## config.mk

```make
export PLATFORM = sky130hd
export DESIGN_NAME = dual_issue_scheduler
export DESIGN_NICKNAME = d
export VERILOG_FILES = /design/src/rtl/dual_issue_scheduler.sv
export SDC_FILE = /design/constraint.sdc
export NUM_CORES = 1
export LEC_CHECK = 0
export BUFFER_PORTS_ARGS = -buffer_cell sky130_fd_sc_hd__buf_4
export CAP_MARGIN = 20
export CORE_UTILIZATION = 25
export CTS_BUF_LIST = sky130_fd_sc_hd__clkbuf_16
export DETAILED_ROUTE_END_ITERATION = 12
export SLEW_MARGIN = 0
export SYNTH_ARGS = -nofsm -noshare
export SYNTH_HDL_FRONTEND = slang
export SYNTH_SLANG_ARGS = --single-unit
```

## constraint.sdc

```tcl
create_clock -name clk -period 3.6 [get_ports clk]
set_clock_uncertainty 0.2 [all_clocks]
set_input_delay 0.36 -clock clk [delete_from_list [all_inputs] [get_ports clk]]
set_output_delay 0.36 -clock clk [all_outputs]
set_load 0.005 [all_outputs]
```

## src/rtl/dual_issue_scheduler.sv

```systemverilog
// dual_issue_scheduler
//   In-order instruction buffer feeding two ALU issue slots. Each cycle the
//   head instruction issues alone, or the head pair issues together when the
//   younger one is an independent R-type op the slot-1 ALU supports.
//   Counts dual-issue cycles (saturating) for performance monitoring.
// Ports:
//   clk, reset_n            clock (rising edge), async active-low reset
//   in_valid/in_ready/in_ins fetch handshake into the buffer
//   stall                   hold issue registers and buffer head
//   flush                   drop everything buffered and held in the slots
//   iss0_valid/iss0_ins     slot 0 (older instruction)
//   iss1_valid/iss1_ins     slot 1 (younger instruction)
//   dual_cnt                saturating count of paired issue cycles
module dual_issue_scheduler #(
  parameter int unsigned DEPTH = 4,
  parameter int unsigned CNT_W = 16
) (
  input  logic             clk,
  input  logic             reset_n,
  input  logic             in_valid,
  output logic             in_ready,
  input  logic [31:0]      in_ins,
  input  logic             stall,
  input  logic             flush,
  output logic             iss0_valid,
  output logic [31:0]      iss0_ins,
  output logic             iss1_valid,
  output logic [31:0]      iss1_ins,
  output logic [CNT_W-1:0] dual_cnt
);

  localparam int unsigned AW = $clog2(DEPTH);
  localparam int unsigned CW = AW + 1;
  localparam logic [CW-1:0] FULL = CW'(DEPTH);

  logic [31:0]   mem [DEPTH];
  logic [AW-1:0] rd_ptr;
  logic [AW-1:0] wr_ptr;
  logic [CW-1:0] count;

  logic [31:0]   head;
  logic [31:0]   nxt;
  logic          push;
  logic          do_pair;
  logic          do_one;
  logic [CW-1:0] pops;

  // Slot 1 takes only independent add/sub/and/or/slt behind an ALU-class head.
  function automatic logic pairable(input logic [31:0] a, input logic [31:0] b);
    logic a_ok;
    logic b_ok;
    logic indep;
    logic fn_ok;
    a_ok  = (a[6:0] == 7'b0110011) || (a[6:0] == 7'b0010011);
    b_ok  = (b[6:0] == 7'b0110011);
    indep = (a[11:7] != b[19:15]) && (a[11:7] != b[24:20]) && (a[11:7] != b[11:7]);
    case ({b[14:12], b[31:25]})
      10'b000_0000000,
      10'b000_0100000,
      10'b111_0000000,
      10'b110_0000000,
      10'b010_0000000: fn_ok = 1'b1;
      default:         fn_ok = 1'b0;
    endcase
    return a_ok && b_ok && indep && fn_ok;
  endfunction

  assign in_ready = (count < FULL);
  assign head     = mem[rd_ptr];
  assign nxt      = mem[rd_ptr + AW'(1)];

  always_comb begin
    push    = in_valid && in_ready && !flush;
    do_pair = 1'b0;
    do_one  = 1'b0;
    pops    = '0;
    if (!stall && !flush) begin
      if (count >= CW'(2) && pairable(head, nxt)) begin
        do_pair = 1'b1;
        pops    = CW'(2);
      end else if (count >= CW'(1)) begin
        do_one = 1'b1;
        pops   = CW'(1);
      end
    end
  end

  // Storage needs no reset: count gates every read.
  always_ff @(posedge clk) begin
    if (push) mem[wr_ptr] <= in_ins;
  end

  always_ff @(posedge clk or negedge reset_n) begin
    if (!reset_n) begin
      count      <= '0;
      rd_ptr     <= '0;
      wr_ptr     <= '0;
      iss0_valid <= 1'b0;
      iss1_valid <= 1'b0;
      iss0_ins   <= '0;
      iss1_ins   <= '0;
      dual_cnt   <= '0;
    end else if (flush) begin
      count      <= '0;
      rd_ptr     <= '0;
      wr_ptr     <= '0;
      iss0_valid <= 1'b0;
      iss1_valid <= 1'b0;
    end else begin
      // Pointer width is log2(DEPTH), so truncating the add wraps modulo DEPTH.
      count  <= count + CW'(push) - pops;
      wr_ptr <= wr_ptr + AW'(push);
      rd_ptr <= rd_ptr + AW'(pops);
      if (!stall) begin
        iss0_valid <= do_pair || do_one;
        iss1_valid <= do_pair;
        if (do_pair || do_one) iss0_ins <= head;
        if (do_pair) iss1_ins <= nxt;
        if (do_pair && dual_cnt != '1) dual_cnt <= dual_cnt + CNT_W'(1);
      end
    end
  end

endmodule

```

After elaboration in Yosys (flattened, before gate mapping)

Memory sizes are Yosys's and may differ from the RTL's.
Index checks and enable logic that the tools add are counted.
Widths: inputs -> output; s select.

Output and inout port bits: 83
Word-level logic and storage cells: 70
RAM bits: 128
Input bits: 37
Register bits: 89
Memories: 1

Equal/unequal tests: 12
Magnitude comparators: 3
$add $sub $neg: 6
Bitwise gates (word level): 2
Multiplexer cells: 19
Reductions and logical operators: 19

Memories:

| name | depth | bits a word | rd ports | clocked after memory_dff | write ports | line | text |
|---|---|---|---|---|---|---|---|
| mem  | 4     | 32          | 2        | 0                        | 1           | 36   | `logic [31:0] mem [DEPTH];` |

Operators by type and width:

| operator              | count |
|---|---|
| $eq 10x10->1 const B  | 2 |
| $add 16x1->16 const B | 1 |
| $ne 16x16->1 const B  | 1 |
| $ne 5x5->1            | 3 |
| $eq 7x6->1 const B    | 2 |
| $mux 1                | 14 |
| $eq 10x6->1 const B   | 1 |
| $eq 10x9->1 const B   | 1 |
| $logic_and 1x1->1     | 10 |
| $logic_not 10->1      | 1 |
| $reduce_and 3->1      | 3 |
| $mux 2                | 4 |
| $eq 7x5->1 const B    | 1 |
| $reduce_or 5->1       | 1 |
| $add 3x1->3           | 1 |
| $ge 3x1->1 const B    | 1 |
| $ge 3x2->1 const B    | 1 |
| $lt 3x3->1 const B    | 1 |
| $mux 3                | 1 |
| $sub 3x3->3           | 1 |
| $add 2x1->2           | 1 |
| $add 2x1->2 const B   | 1 |
| $add 2x2->2           | 1 |
| $logic_not 1->1       | 2 |
| other kinds (3)       | 5 |

Longest topological paths before layout

An unclocked memory read counts as a cell.

Depth after elaboration: 13
Mapped depth: 18
Depth with buffers taken out: 14

Least setup slack after synthesis

Ideal clock, no wire load.

Path kind: input-to-reg
From: input port flush
To: memory mem[2][0], enable pin
Buffers on the path: 1
Stages: 4
Data arrival time: 3.146 ns
Data required time: 2.932 ns
Path slack: -0.213 ns
Path through: clkbuf_1 > nor2_1 > nand2_1 > nor3b_1

Word-level cells in the longest chain between the ends: 4

Ends and longest elaborated chain:

| what                         | line | text |
|---|---|---|
| start, declared              | 24   | `input logic flush,` |
| $logic_not 1->1              | 73   | `push = in_valid && in_ready && !flush;` |
| $logic_and 1x1->1            | 73   |  |
| $mux 1                       | 90   | `if (push) mem[wr_ptr] <= in_ins;` |
| $mux 1 (not written as such) | 90   |  |
| end, declared                | 36   |  |

No other way between the ends.

Worst setup path in the final report

From: register rd_ptr[1]
To: register count[1]

Word-level cells in the longest chain between the ends: 12
Elaborated cells on any way between the ends: 27

Ends and longest elaborated chain:

| what                                                        | line   | text |
|---|---|---|
| start, declared                                             | 37     | `logic [AW-1:0] rd_ptr;` |
| start signal, assigned                                      | 113    | `rd_ptr <= rd_ptr + AW'(pops);` |
| $add 2x1->2                                                 | 70     | `assign nxt = mem[rd_ptr + AW'(1)];` |
| $mem_v2 4x32 *                                              | n/a    |  |
| $eq 10x6->1, or another cell as far along                   | 57     | `case ({b[14:12], b[31:25]})` |
| $reduce_or 5->1 / $logic_and 1x1->1 (equally long branches) | 57, 56 |  |
| $mux 1 / $logic_and 1x1->1 (equally long branches)          | 57, 56 |  |
| $mux 1 / $logic_and 1x1->1 (equally long branches)          | 77, 65 |  |
| $logic_and 1x1->1 *                                         | 65     | `return a_ok && b_ok && indep && fn_ok;` |
| $logic_and 1x1->1 *                                         | 78     | `if (count >= CW'(2) && pairable(head, nxt)) begin` |
| $mux 2 *                                                    | 78     |  |
| $mux 2 *                                                    | 77     | `if (!stall && !flush) begin` |
| $sub 3x3->3 *                                               | 111    | `count <= count + CW'(push) - pops;` |
| $mux 3 *                                                    | 103    | `end else if (flush) begin` |
| end signal, assigned                                        | 111    |  |
| end, declared                                               | 39     | `logic [CW-1:0] count;` |

Every way passes the cells marked *; elsewhere a longest branch is shown, timed or not. The select of a mux whose other input is x is not followed.
A chain may end at the register's enable or synchronous reset.

==> impl_metrics.ini <==
[status]
run_status = finished, final reports clean

[layout]
fill_cells = 3540
fin_area_mm2 = 0.01261
final_common_cell = buf_4
syn_to_final_growth_pct = 35.38
drive_gt1_share_pct = 45.95
fin_cells = 1258
utilization_pct = 34.44
multi_input_area_mm2 = 0.003276
layout_common_cells = buf_4, edfxtp_1, dfrtp_1, mux2_2, mux4_2
final-seq-area_mm2 = 0.006078
antenna_cells = 0
layout.nets = 815

[timing]
slew_viol_final = 0
rsz0062_at_grt = yes
final_hold_viol_count = 0
tightest_slew_ps = 629.7
finalSetupViolations = 0
period_share_pct = 97.27
slew_headroom_pct = 58.02
period_needed_ps = 3502
fin_setup_tns_ps = 0
timing.fmax_mhz = 285.6
fin_ws_ps = 98.11
fin_hold_ws_ps = 176.8

[global_route]
antenna_found_initial = 0
grt_pass1_vias = 5905
groute.usage.overall_pct = 12.43
grt_pass1_wl_mm = 36.37
overflow = 0
grt_max_degree = 43

[place]
place_area_mm2 = 0.01111
place.detailed.hpwl_mm = 16.55
portBuffers = 119
gp_congestion = 0.7816
placed_cells = 1156
pre_cts_ws_ps = -318.7

[synthesis]
yosys.area.top_type = edfxtp_1
synth_cells = 541
syn_avg_cell_area_um2 = 17.21
synth_top_area_share_pct = 41.27
syn-num-nets = 585
ys.flop_type = edfxtp_1
ys_types = 52
synthTopCellsByArea = edfxtp_1, dfrtp_1, mux4_2
yosysSeqAreaShare_pct = 65.19
synth-async-reset-ratio_pct = 41.01
syn_area_mm2 = 0.009313
synth-edff-count = 128
yosys_warnings = 0
synth_seq_cells = 217

[setup_path]
startpoint = rd_ptr[1]
worstSetupPathType = reg2reg
ff2ff_path_depth = 14
cp_data_required_time_ps = 3810
cp-endpoint = count[1]
r2r_slack_ps = 100
critPathLaunchType = register
critPathCaptureType = register
r2r-end = count[1]
worstPathMaxFanout = 4
r2r_start = rd_ptr[1]
cp_data_arrival_time_ps = 3710

[floorplanning]
io_pins = 120
die_x_um = 195.0
dieArea_mm2 = 0.03803
start_util_pct = 25.44
rows = 70
die_h_um = 195.0
core-area_mm2 = 0.03661

[clock_network]
root_buffer = clkbuf_16
clk_pin_slew_ps = 60
clk_path_buf_depth = 3
cts_sinks = 217
h-tree-depth = 1
clk-insertion-delay-late_ps = 540
numCtsBuffers = 25
tritoncts = done

[detailed_routing]
initialDrtViolationCount = 338
drc = 0
wire_per_inst_um = 18.85
drt_wl_total_mm = 23.72
postRouteAntennaNets = 0
first_pass_iters = 4
via_count = 5626
post_drt_via_cell_ratio = 4.472

[pwr]
power.density_mw_per_mm2 = 537.1
total_power_mw = 6.771
irDropWorstVdd_uv = 329.5
p_leak_nw = 4.969

[flow_run]
drv_cap = 0

[min_path]
hp-class = in2async
layout make-up:
class,instances,share of cell area (%)
multi-input combinational,288,25.98
inverter,12,0.3573
clock buffer,25,4.962
clock inverter,21,0.9726
tap,468,4.645
timing repair buffer,227,14.87
sequential,217,48.21
worst max-delay path, stage by stage, from the launching register on:
cell and delay [ps]:
dfrtp_4 450, buf_6 140, mux4_2 540, mux2i_2 230
o211a_1 180, nand4_1 140, nor3_2 240, and2_4 200
nor2_4 50, ha_4 210, inv_2 60, ha_4 120
inv_2 30, fa_2 550, nor2_1 40
where the power goes:
group / switching (mW) / total, mW / internal (mW) / leakage [nW]
logic: 0.576 / 1.38 / 0.804 / 2.25
registers: 0.172 / 3.08 / 2.91 / 2.32
clock network: 0.986 / 2.31 / 1.33 / 0.405
total: 1.73 / 6.77 / 5.04 / 4.97
state kept, by name, indices dropped and copies added (netlist names):
register / count
rd_ptr: 2
iss0_ins: 32
dual_cnt: 16
iss1_ins: 32
count: 3
mem: 128
iss0_valid: 1
wr_ptr: 2
iss1_valid: 1
metal layers:
metal  vias to the layer above  GRT usage (%)  share of wire, %
li1                       2557              -                 -
met1                      2882          17.28                45
met2                       154          20.17                48
met3                        33          2.107               5.6
met4                         0          3.004               1.8
met5                         -              0                 0
Yosys cell counts (6+ instances only):
master      n
xnor2_1    22
a21oi_1     6
dfrtp_1    89
mux2_2     54
xor2_1     21
clkbuf_1    7
nand2_1    14
nor3_1     12
inv_1      12
nor2_1     17
edfxtp_1  128
and2_1     10
mux4_2     49
buf_2      11
nand3_1     9
ha_1        6
nand2b_1    7
cells by family (layout without fill, tap and decap cells):
| group | Yosys count | count (layout) | synth area share, % |
|---|---|---|---|
| AND/OR/NAND/NOR | 105 | 105 | 6.704 |
| buffers and inverters | 36 | 285 | 2.042 |
| AO/OA/AOI/OAI | 27 | 27 | 1.948 |
| flip-flops | 217 | 217 | 65.19 |
| multiplexers | 106 | 106 | 19.05 |
| XOR/XNOR | 43 | 43 | 4.044 |
| adder cells (fa/ha/maj) | 7 | 7 | 1.021 |
timing repair:
action	CTS	global route
endpoints found under the hold margin	177	0
hold buffers	35	0
resized for setup	16	35
buffers inserted	11	11
pin swaps	3	16
endpoints found under the setup margin	2	12
worst min path at each step:
| stage | from | end | slack (ps) | depth (start not counted) |
|---|---|---|---|---|
| floorplan | reset_n | count[0] | -140 | 0 |
| global placement | reset_n | iss0_ins[18] | 220 | 1 |
| detailed placement | reset_n | iss1_ins[1] | 210 | 1 |
| CTS | reset_n | iss0_ins[18] | 210 | 2 |
| global route | reset_n | iss1_ins[1] | 230 | 2 |
| finish | reset_n | iss1_ins[1] | 180 | 2 |
Note: power is estimated with default switching activity, not from simulation.
